`src/rtl/coo_aggregation_engine.sv`:
```
// coo_aggregation_engine
// Walks a COO edge list and, for each edge (row, col), accumulates the FM_WM
// row of col into acc[row] and the FM_WM row of row into acc[col]. Self-loops
// are counted once. Edges with an out-of-range node index set a sticky error
// flag and contribute nothing. Accumulators are read out combinationally.
module coo_aggregation_engine #(
    parameter int NUM_EDGES    = 6,
    parameter int NUM_NODES    = 6,
    parameter int FEATURE_COLS = 3,
    parameter int DATA_WIDTH   = 16,
    parameter int ACC_WIDTH    = 20,
    localparam int IDX_W       = (NUM_NODES > 1) ? $clog2(NUM_NODES) : 1,
    localparam int EDGE_W      = (NUM_EDGES > 1) ? $clog2(NUM_EDGES) : 1
) (
    input  logic                               clk,
    input  logic                               reset,
    input  logic                               start,
    output logic                               coo_rd_en,
    output logic [EDGE_W-1:0]                  coo_addr,
    input  logic [2*IDX_W-1:0]                 coo_rdata,
    output logic                               fm_wm_rd_en,
    output logic [IDX_W-1:0]                   fm_wm_addr,
    input  logic [FEATURE_COLS*DATA_WIDTH-1:0] fm_wm_rdata,
    input  logic [IDX_W-1:0]                   res_addr,
    output logic [FEATURE_COLS*ACC_WIDTH-1:0]  res_rdata,
    output logic                               busy,
    output logic                               done,
    output logic                               idx_err
);

    typedef enum logic [2:0] {
        IDLE      = 3'd0,
        READ_COO  = 3'd1,
        LATCH_COO = 3'd2,
        ACC_R_C   = 3'd3,
        ACC_C_R   = 3'd4,
        INCR      = 3'd5,
        DONE      = 3'd6
    } state_t;

    state_t                                   state;
    logic [EDGE_W-1:0]                        edge_cnt;
    logic [IDX_W-1:0]                         row_q;
    logic [IDX_W-1:0]                         col_q;
    logic                                     pair_ok;
    logic [IDX_W-1:0]                         fm_addr_q;
    logic [FEATURE_COLS-1:0][ACC_WIDTH-1:0]   acc [NUM_NODES];

    logic [IDX_W-1:0]                         coo_row;
    logic [IDX_W-1:0]                         coo_col;
    logic                                     in_range;
    logic                                     clr;
    logic                                     add_en;
    logic [IDX_W-1:0]                         add_idx;
    logic [FEATURE_COLS-1:0][ACC_WIDTH-1:0]   add_val;

    assign coo_row  = coo_rdata[2*IDX_W-1:IDX_W];
    assign coo_col  = coo_rdata[IDX_W-1:0];
    assign in_range = (int'(coo_row) < NUM_NODES) && (int'(coo_col) < NUM_NODES);
    assign coo_addr = edge_cnt;

    // The col read is issued in the same cycle the COO word arrives, so the
    // address bypasses the register in LATCH_COO.
    assign fm_wm_addr = (state == LATCH_COO) ? coo_col : fm_addr_q;

    // A new run clears everything; start is only honoured at rest.
    assign clr = start && ((state == IDLE) || (state == DONE));

    // ACC_R_C adds into the row node; ACC_C_R into the col node unless it is
    // a self-loop. A bad edge suppresses both.
    assign add_en  = pair_ok && ((state == ACC_R_C) ||
                                 ((state == ACC_C_R) && (row_q != col_q)));
    assign add_idx = (state == ACC_R_C) ? row_q : col_q;

    // Sign-extend each FM_WM element to accumulator width.
    always_comb begin
        add_val = '0;
        for (int k = 0; k < FEATURE_COLS; k++) begin
            add_val[k] = ACC_WIDTH'($signed(fm_wm_rdata[k*DATA_WIDTH +: DATA_WIDTH]));
        end
    end

    // Control FSM with registered strobes and status.
    always_ff @(posedge clk or negedge reset) begin
        if (!reset) begin
            state       <= IDLE;
            edge_cnt    <= '0;
            busy        <= 1'b0;
            done        <= 1'b0;
            idx_err     <= 1'b0;
            coo_rd_en   <= 1'b0;
            fm_wm_rd_en <= 1'b0;
            fm_addr_q   <= '0;
            row_q       <= '0;
            col_q       <= '0;
            pair_ok     <= 1'b0;
        end else begin
            case (state)
                IDLE, DONE: begin
                    if (start) begin
                        state     <= READ_COO;
                        edge_cnt  <= '0;
                        idx_err   <= 1'b0;
                        busy      <= 1'b1;
                        done      <= 1'b0;
                        coo_rd_en <= 1'b1;
                    end
                end
                READ_COO: begin
                    coo_rd_en   <= 1'b0;
                    fm_wm_rd_en <= 1'b1;
                    state       <= LATCH_COO;
                end
                LATCH_COO: begin
                    row_q     <= coo_row;
                    col_q     <= coo_col;
                    pair_ok   <= in_range;
                    fm_addr_q <= coo_row;
                    if (!in_range) idx_err <= 1'b1;
                    state     <= ACC_R_C;
                end
                ACC_R_C: begin
                    fm_wm_rd_en <= 1'b0;
                    fm_addr_q   <= '0;
                    state       <= ACC_C_R;
                end
                ACC_C_R: begin
                    state <= INCR;
                end
                INCR: begin
                    if (int'(edge_cnt) == NUM_EDGES - 1) begin
                        state <= DONE;
                        busy  <= 1'b0;
                        done  <= 1'b1;
                    end else begin
                        edge_cnt  <= edge_cnt + 1'b1;
                        coo_rd_en <= 1'b1;
                        state     <= READ_COO;
                    end
                end
                default: begin
                    state <= IDLE;
                end
            endcase
        end
    end

    // Accumulator array: clear on start, wrapping add in the ACC states.
    always_ff @(posedge clk or negedge reset) begin
        if (!reset) begin
            for (int n = 0; n < NUM_NODES; n++) acc[n] <= '0;
        end else if (clr) begin
            for (int n = 0; n < NUM_NODES; n++) acc[n] <= '0;
        end else if (add_en) begin
            for (int n = 0; n < NUM_NODES; n++) begin
                if (int'(add_idx) == n) begin
                    for (int k = 0; k < FEATURE_COLS; k++) begin
                        acc[n][k] <= acc[n][k] + add_val[k];
                    end
                end
            end
        end
    end

    // Readout mux; addresses past the last node read as zero.
    always_comb begin
        res_rdata = '0;
        for (int n = 0; n < NUM_NODES; n++) begin
            if (int'(res_addr) == n) res_rdata = acc[n];
        end
    end

endmodule
```
`config.mk`:
```
export PLATFORM = sky130hd
export DESIGN_NAME = coo_aggregation_engine
export DESIGN_NICKNAME = d
export VERILOG_FILES = /design/src/rtl/coo_aggregation_engine.sv
export SDC_FILE = /design/constraint.sdc
export NUM_CORES = 2
export LEC_CHECK = 0
export CAP_MARGIN = 30
export CORE_AREA = 2 2 247 249
export CTS_BUF_LIST = sky130_fd_sc_hd__clkbuf_16
export DETAILED_ROUTE_END_ITERATION = 12
export DIE_AREA = 0 0 249 251
export GPL_TIMING_DRIVEN = 0
export HOLD_SLACK_MARGIN = 0.05
export PLACE_DENSITY = 0.71
export SLEW_MARGIN = 30
export SYNTH_ARGS = -nofsm -noshare
export SYNTH_HDL_FRONTEND = slang
export SYNTH_SLANG_ARGS = --single-unit
```
`constraint.sdc`:
```
create_clock -name clk -period 4 [get_ports clk]
set_clock_uncertainty 0.15 [all_clocks]
set_input_delay 0.6 -clock clk [delete_from_list [all_inputs] [get_ports clk]]
set_output_delay 0.6 -clock clk [all_outputs]
set_load 0.02 [all_outputs]
```
# Word level (Yosys, flattened, before mapping)
# Index checks and enable logic that the tools add are counted.
# word_totals
regBits	381
latchBits	0
ram_bits	0
romBits	0
input_bits	60
out_inout_bits	71
memories	0
# classes
add_sub_neg	19
mul	0
n_div	0
order_cmp	2
eq_ne	22
n_shift	0
n_mux	34
bitwise	0
reduce_logical	32
# op_table
operator	n
360-bit 2-to-1 mux	2
60-bit 2-to-1 mux	12
20-bit adder	18
3-bit equality test (second input constant)	12
2-bit nonzero test	11
3-bit 2-to-1 mux	6
3-bit one-hot mux with 6 select lines	1
3-bit by 2-bit equality test with 1-bit output (second input constant)	4
3-bit one-hot mux with 2 select lines	2
2-bit AND reduction	6
3-bit AND reduction	4
3-bit zero test	3
2-bit inequality test (second input constant)	4
1-bit one-hot mux with 2 select lines	4
3-bit less-than comparator (second input constant)	2
1-bit 2-to-1 mux	6
1-bit logical AND	4
3-bit by 1-bit adder with 3-bit output (second input constant)	1
3-bit by 1-bit equality test with 1-bit output (second input constant)	1
3-bit inequality test	1
1-bit one-hot mux with 3 select lines	1
3-bit nonzero test	1
1-bit logical OR	2
2-bit OR reduction	1

# Depth between registers and ports, before layout
# logic_depth
depth_word	7
mapped_depth	12

# Least setup slack after synthesis
# OpenSTA, ideal clock, no wires.
# synth_timing
path_type	in2reg
startpoint	in fm_wm_rdata[0]
endpoint	reg acc[18] in the netlist's numbering
arrival_time_ns	2.978
required_time_ns	3.717
path_slack_ns	0.739
stages	11
path_buffers	0
path_cell_list	ha_1 > fa_1 > a21o_1 > a21oi_2 > o21bai_1 > a31o_1 > or4b_1 > a311o_1 > a21oi_1 > xor2_1 > o21ai_1
# synth_between
elab_chain_len	4
# synth_rtl
item	line_no	text
start, declared	23	input logic [FEATURE_COLS*DATA_WIDTH-1:0] fm_wm_rdata,
20-bit adder	158	acc[n][k] <= acc[n][k] + add_val[k];
60-bit 2-to-1 mux	156	if (int'(add_idx) == n) begin
360-bit 2-to-1 mux	154	end else if (add_en) begin
360-bit 2-to-1 mux	152	end else if (clr) begin
end signal, assigned by index	158	
end, declared	47	logic [FEATURE_COLS-1:0][ACC_WIDTH-1:0] acc [NUM_NODES];
# No other way between the ends. The select of a mux whose other input is x is not followed.
# A chain may end at the register's enable or synchronous reset.

# Worst setup path in the final report
# layout_timing
startpoint	in res_addr[1]
endpoint	out res_rdata[44]
# layout_between
elab_chain_len	7
word_cells_on_any_way	12
# layout_rtl
item	line_no	text
start, declared	24	input logic [IDX_W-1:0] res_addr,
3-bit zero test	169	if (int'(res_addr) == n) res_rdata = acc[n];
60-bit 2-to-1 mux (5 in a row)	169	
60-bit 2-to-1 mux *	169	
end, declared	25	output logic [FEATURE_COLS*ACC_WIDTH-1:0] res_rdata,
# Mark *: on every way between the ends. The rest lies on a longest branch, timed or not.

==> flow_summary.yaml <==
worst_setup_path:
  crit_fanout: 10
  cp-end-kind: "output port"
  reg2reg_slack_ps: 40
  crit_arrival_ps: 3240
  crit_type: "input pin to output port"
  r2r_end: "acc[99]"
  startpoint_type: "input pin"
  reg2reg_depth: 10
  reg2reg_from: "state[1]"
  required_ps: 3250
logic_synthesis:
  yosysWarnings: 0
  syn_inst: 3817
  synth_cell_types: 88
  synth_flop_cell: "dfrtp_1"
  synth-edff-count: 0
  ys_seq_elements: 381
  syn-cell-area_sq_um: 32500
  synthArstFlopShare_pct: 100
  syn_area_per_cell_sq_um: 8.52
  yosysSeqAreaShare_pct: 29.3
  synth_nets: 4239
sta:
  fin_crit_sh_pct: 99.8
  max_freq_ghz: 0.251
  finalHoldViolCount: 0
  tightest_slew_ps: 1110
  min_period_ps: 3990
  relSlewSlack_pct: 25.7
  finalSetupViolCount: 0
  rsz0062_at_grt: "no"
  maxSlewViolCount: 0
layout:
  mostFrequentLayoutCells: "392 x nand3_1, 381 x dfrtp_1, 344 x ha_1"
  drive_above_1_share_pct: 4.83
  area_growth_pct: 12.4
  diodes: 0
  layout_commonest_cell: "nand3_1"
  stdcell_area_sq_um: 36500
  final_core_util_pct: 61.1
  nets: 4426
route:
  firstDrtPassIters: 5
  vias: 31600
  drtIter0Drc: 2790
  wl_per_cell_microns: 24.2
  drc: 0
  viasPerCell: 6.56
  drt-total-wl_mm: 117
  ant_nets: 0
cts:
  cts.sinks: 381
  cts_setup_buffers: 0
  clk_path_buf_depth: 3
  cts_tree: "yes"
  clk_pin_slew_ps: 60
  cts_buffers: 48
  ctsRootBufferMaster: "clkbuf_16"
  htreeDepth: 2
  insertion_delay_ps: 620
floorplan:
  fp.dieH_microns: 251
  core_area_sq_um: 59800
  top_level_ports: 131
  die-area_sq_um: 62500
  start_util_pct: 54.4
  num_rows: 90
  fp.dieW_microns: 249
power:
  p_clk_share_pct: 17.7
  p_sw_share_pct: 45.9
  pwr_density_cell_nw_per_um2: 660
  leakage_uw: 0.0169
  p_sw_uw: 11100
  power.share.sequential_pct: 27.1
  p_int_uw: 13000
  comb_power_share_pct: 55.2
  ir_drop_v: 0.000396
global_route:
  grt_remaining_overflow: 0
  antenna_found_initial: 0
  grt_pass1_vias: 29500
  grt_pass1_wl_mm: 177
  track_usage_pct: 36.9
  grt_max_degree: 67
min_path:
  worst_hold_path_type: "input pin to asynchronous set/reset pin"
place:
  gp_congestion: 0.990
  dpl_cell_area_sq_um: 35000
  io_buffers: 127
  hpwl_mm: 88.4
run:
  drv_cap: 0
outcome:
  outcome: "finished clean"
cell usage after synthesis (95+ instances only):
| cell type | count | share of area [%] |
|---|---|---|
| o21ai_1 | 95 | 1.5 |
| nand3_1 | 392 | 6.0 |
| clkbuf_1 | 131 | 1.5 |
| xor2_1 | 144 | 3.9 |
| nor2_1 | 192 | 2.2 |
| inv_1 | 100 | 1.2 |
| xnor2_1 | 125 | 3.4 |
| nand2_1 | 281 | 3.2 |
| dfrtp_1 | 381 | 29 |
| a21oi_1 | 294 | 4.5 |
| a21o_1 | 97 | 2.2 |
| o21ai_0 | 328 | 5.0 |
| mux2i_1 | 117 | 3.6 |
| ha_1 | 344 | 13 |
per-stage QoR:
| stage | std cells | hold WS, ps | power, uW | setup WS, ps | setup TNS (ps) |
|---|---|---|---|---|---|
| 2_1_floorplan | 3817 | 154 | 15700 | 739 | 0 |
| 3_3_place_gp | 4726 | 316 | 19200 | -15810 | -6077190 |
| 3_5_place_dp | 4733 | 324 | 19400 | -876 | -49230 |
| 4_1_cts | 4820 | 307 | 23800 | 10.8 | 0 |
| 5_1_grt | 4822 | 339 | 25700 | 0.0253 | 0 |
| 6_report | 4822 | 300 | 24100 | 9.90 | 0 |
final cells by class:
cell class,instances,area (sq um)
clock inverters,37,248
repair buffers,137,1490
clock buffers,49,1230
fillers,5468,23300
inverters,101,379
plain buffers,181,746
well taps,782,978
multi-input cells,3154,21900
flip-flops and latches,381,9530
metal layers:
metal / share of wire [%] / GRT usage [%] / vias to the layer above
met5: 0 / 0 / -
met1: 42 / 50.5 / 15300
met4: 5.3 / 18.1 / 0
li1: - / - / 14600
met2: 43 / 56.6 / 1467
met3: 9.5 / 6.21 / 314
cell families (layout without fill, tap and decap cells):
group | after synthesis | in the layout | synth area share [%]
simple gates | 1175 | 1175 | 17.7
compound gates | 1219 | 1219 | 23.7
flops | 381 | 381 | 29.3
fa+ha+maj | 362 | 362 | 14.3
xor+xnor | 269 | 269 | 7.25
mux | 129 | 129 | 4.40
buf+inv | 282 | 505 | 3.31
worst max-delay path, stage by stage:
cell and delay, ps:
clkbuf_2 270, and2_1 170, clkbuf_1 200, clkbuf_2 370
clkbuf_2 380, a21oi_1 170, o221ai_1 370, clkdlybuf4s50_1 690
worst max path at each step:
stage / startpoint / end / cells after the start / slack (ps)
2_1_floorplan: fm_wm_rdata[0] / acc[18] / 11 / 740
3_3_place_gp: reset / acc[153] / 1 / -15810
3_5_place_dp: fm_wm_rdata[1] / acc[318] / 11 / -880
4_1_cts: fm_wm_rdata[0] / acc[318] / 12 / 10
5_1_grt: res_addr[1] / res_rdata[44] / 8 / 0.03
6_report: res_addr[1] / res_rdata[44] / 8 / 10
power by group through the flow:
stage / Combinational, uW / Clock (uW) / Sequential (uW)
after floorplan: 9560 / 0 / 6120
after global placement: 12700 / 0 / 6500
after detailed placement: 12900 / 0 / 6530
after CTS: 13000 / 4280 / 6480
after global routing: 14600 / 4420 / 6680
final: 13300 / 4280 / 6530
state kept, by name, summed over array words and instances, names as in the netlist, 3 cells and up:
register and count:
acc 360, col_q 3, coo_addr 3, fm_addr_q 3, row_q 3, state 3
what timing repair did:
action / 4_1_cts / 5_1_grt
gates cloned: 0 / 0
setup endpoints to repair: 68 / 35
endpoints found under the hold margin: 33 / 0
hold buffers: 1 / 0
gates resized for setup: 25 / 18
pin swaps: 0 / 1
No activity file was read; power rests on OpenSTA's default activity.
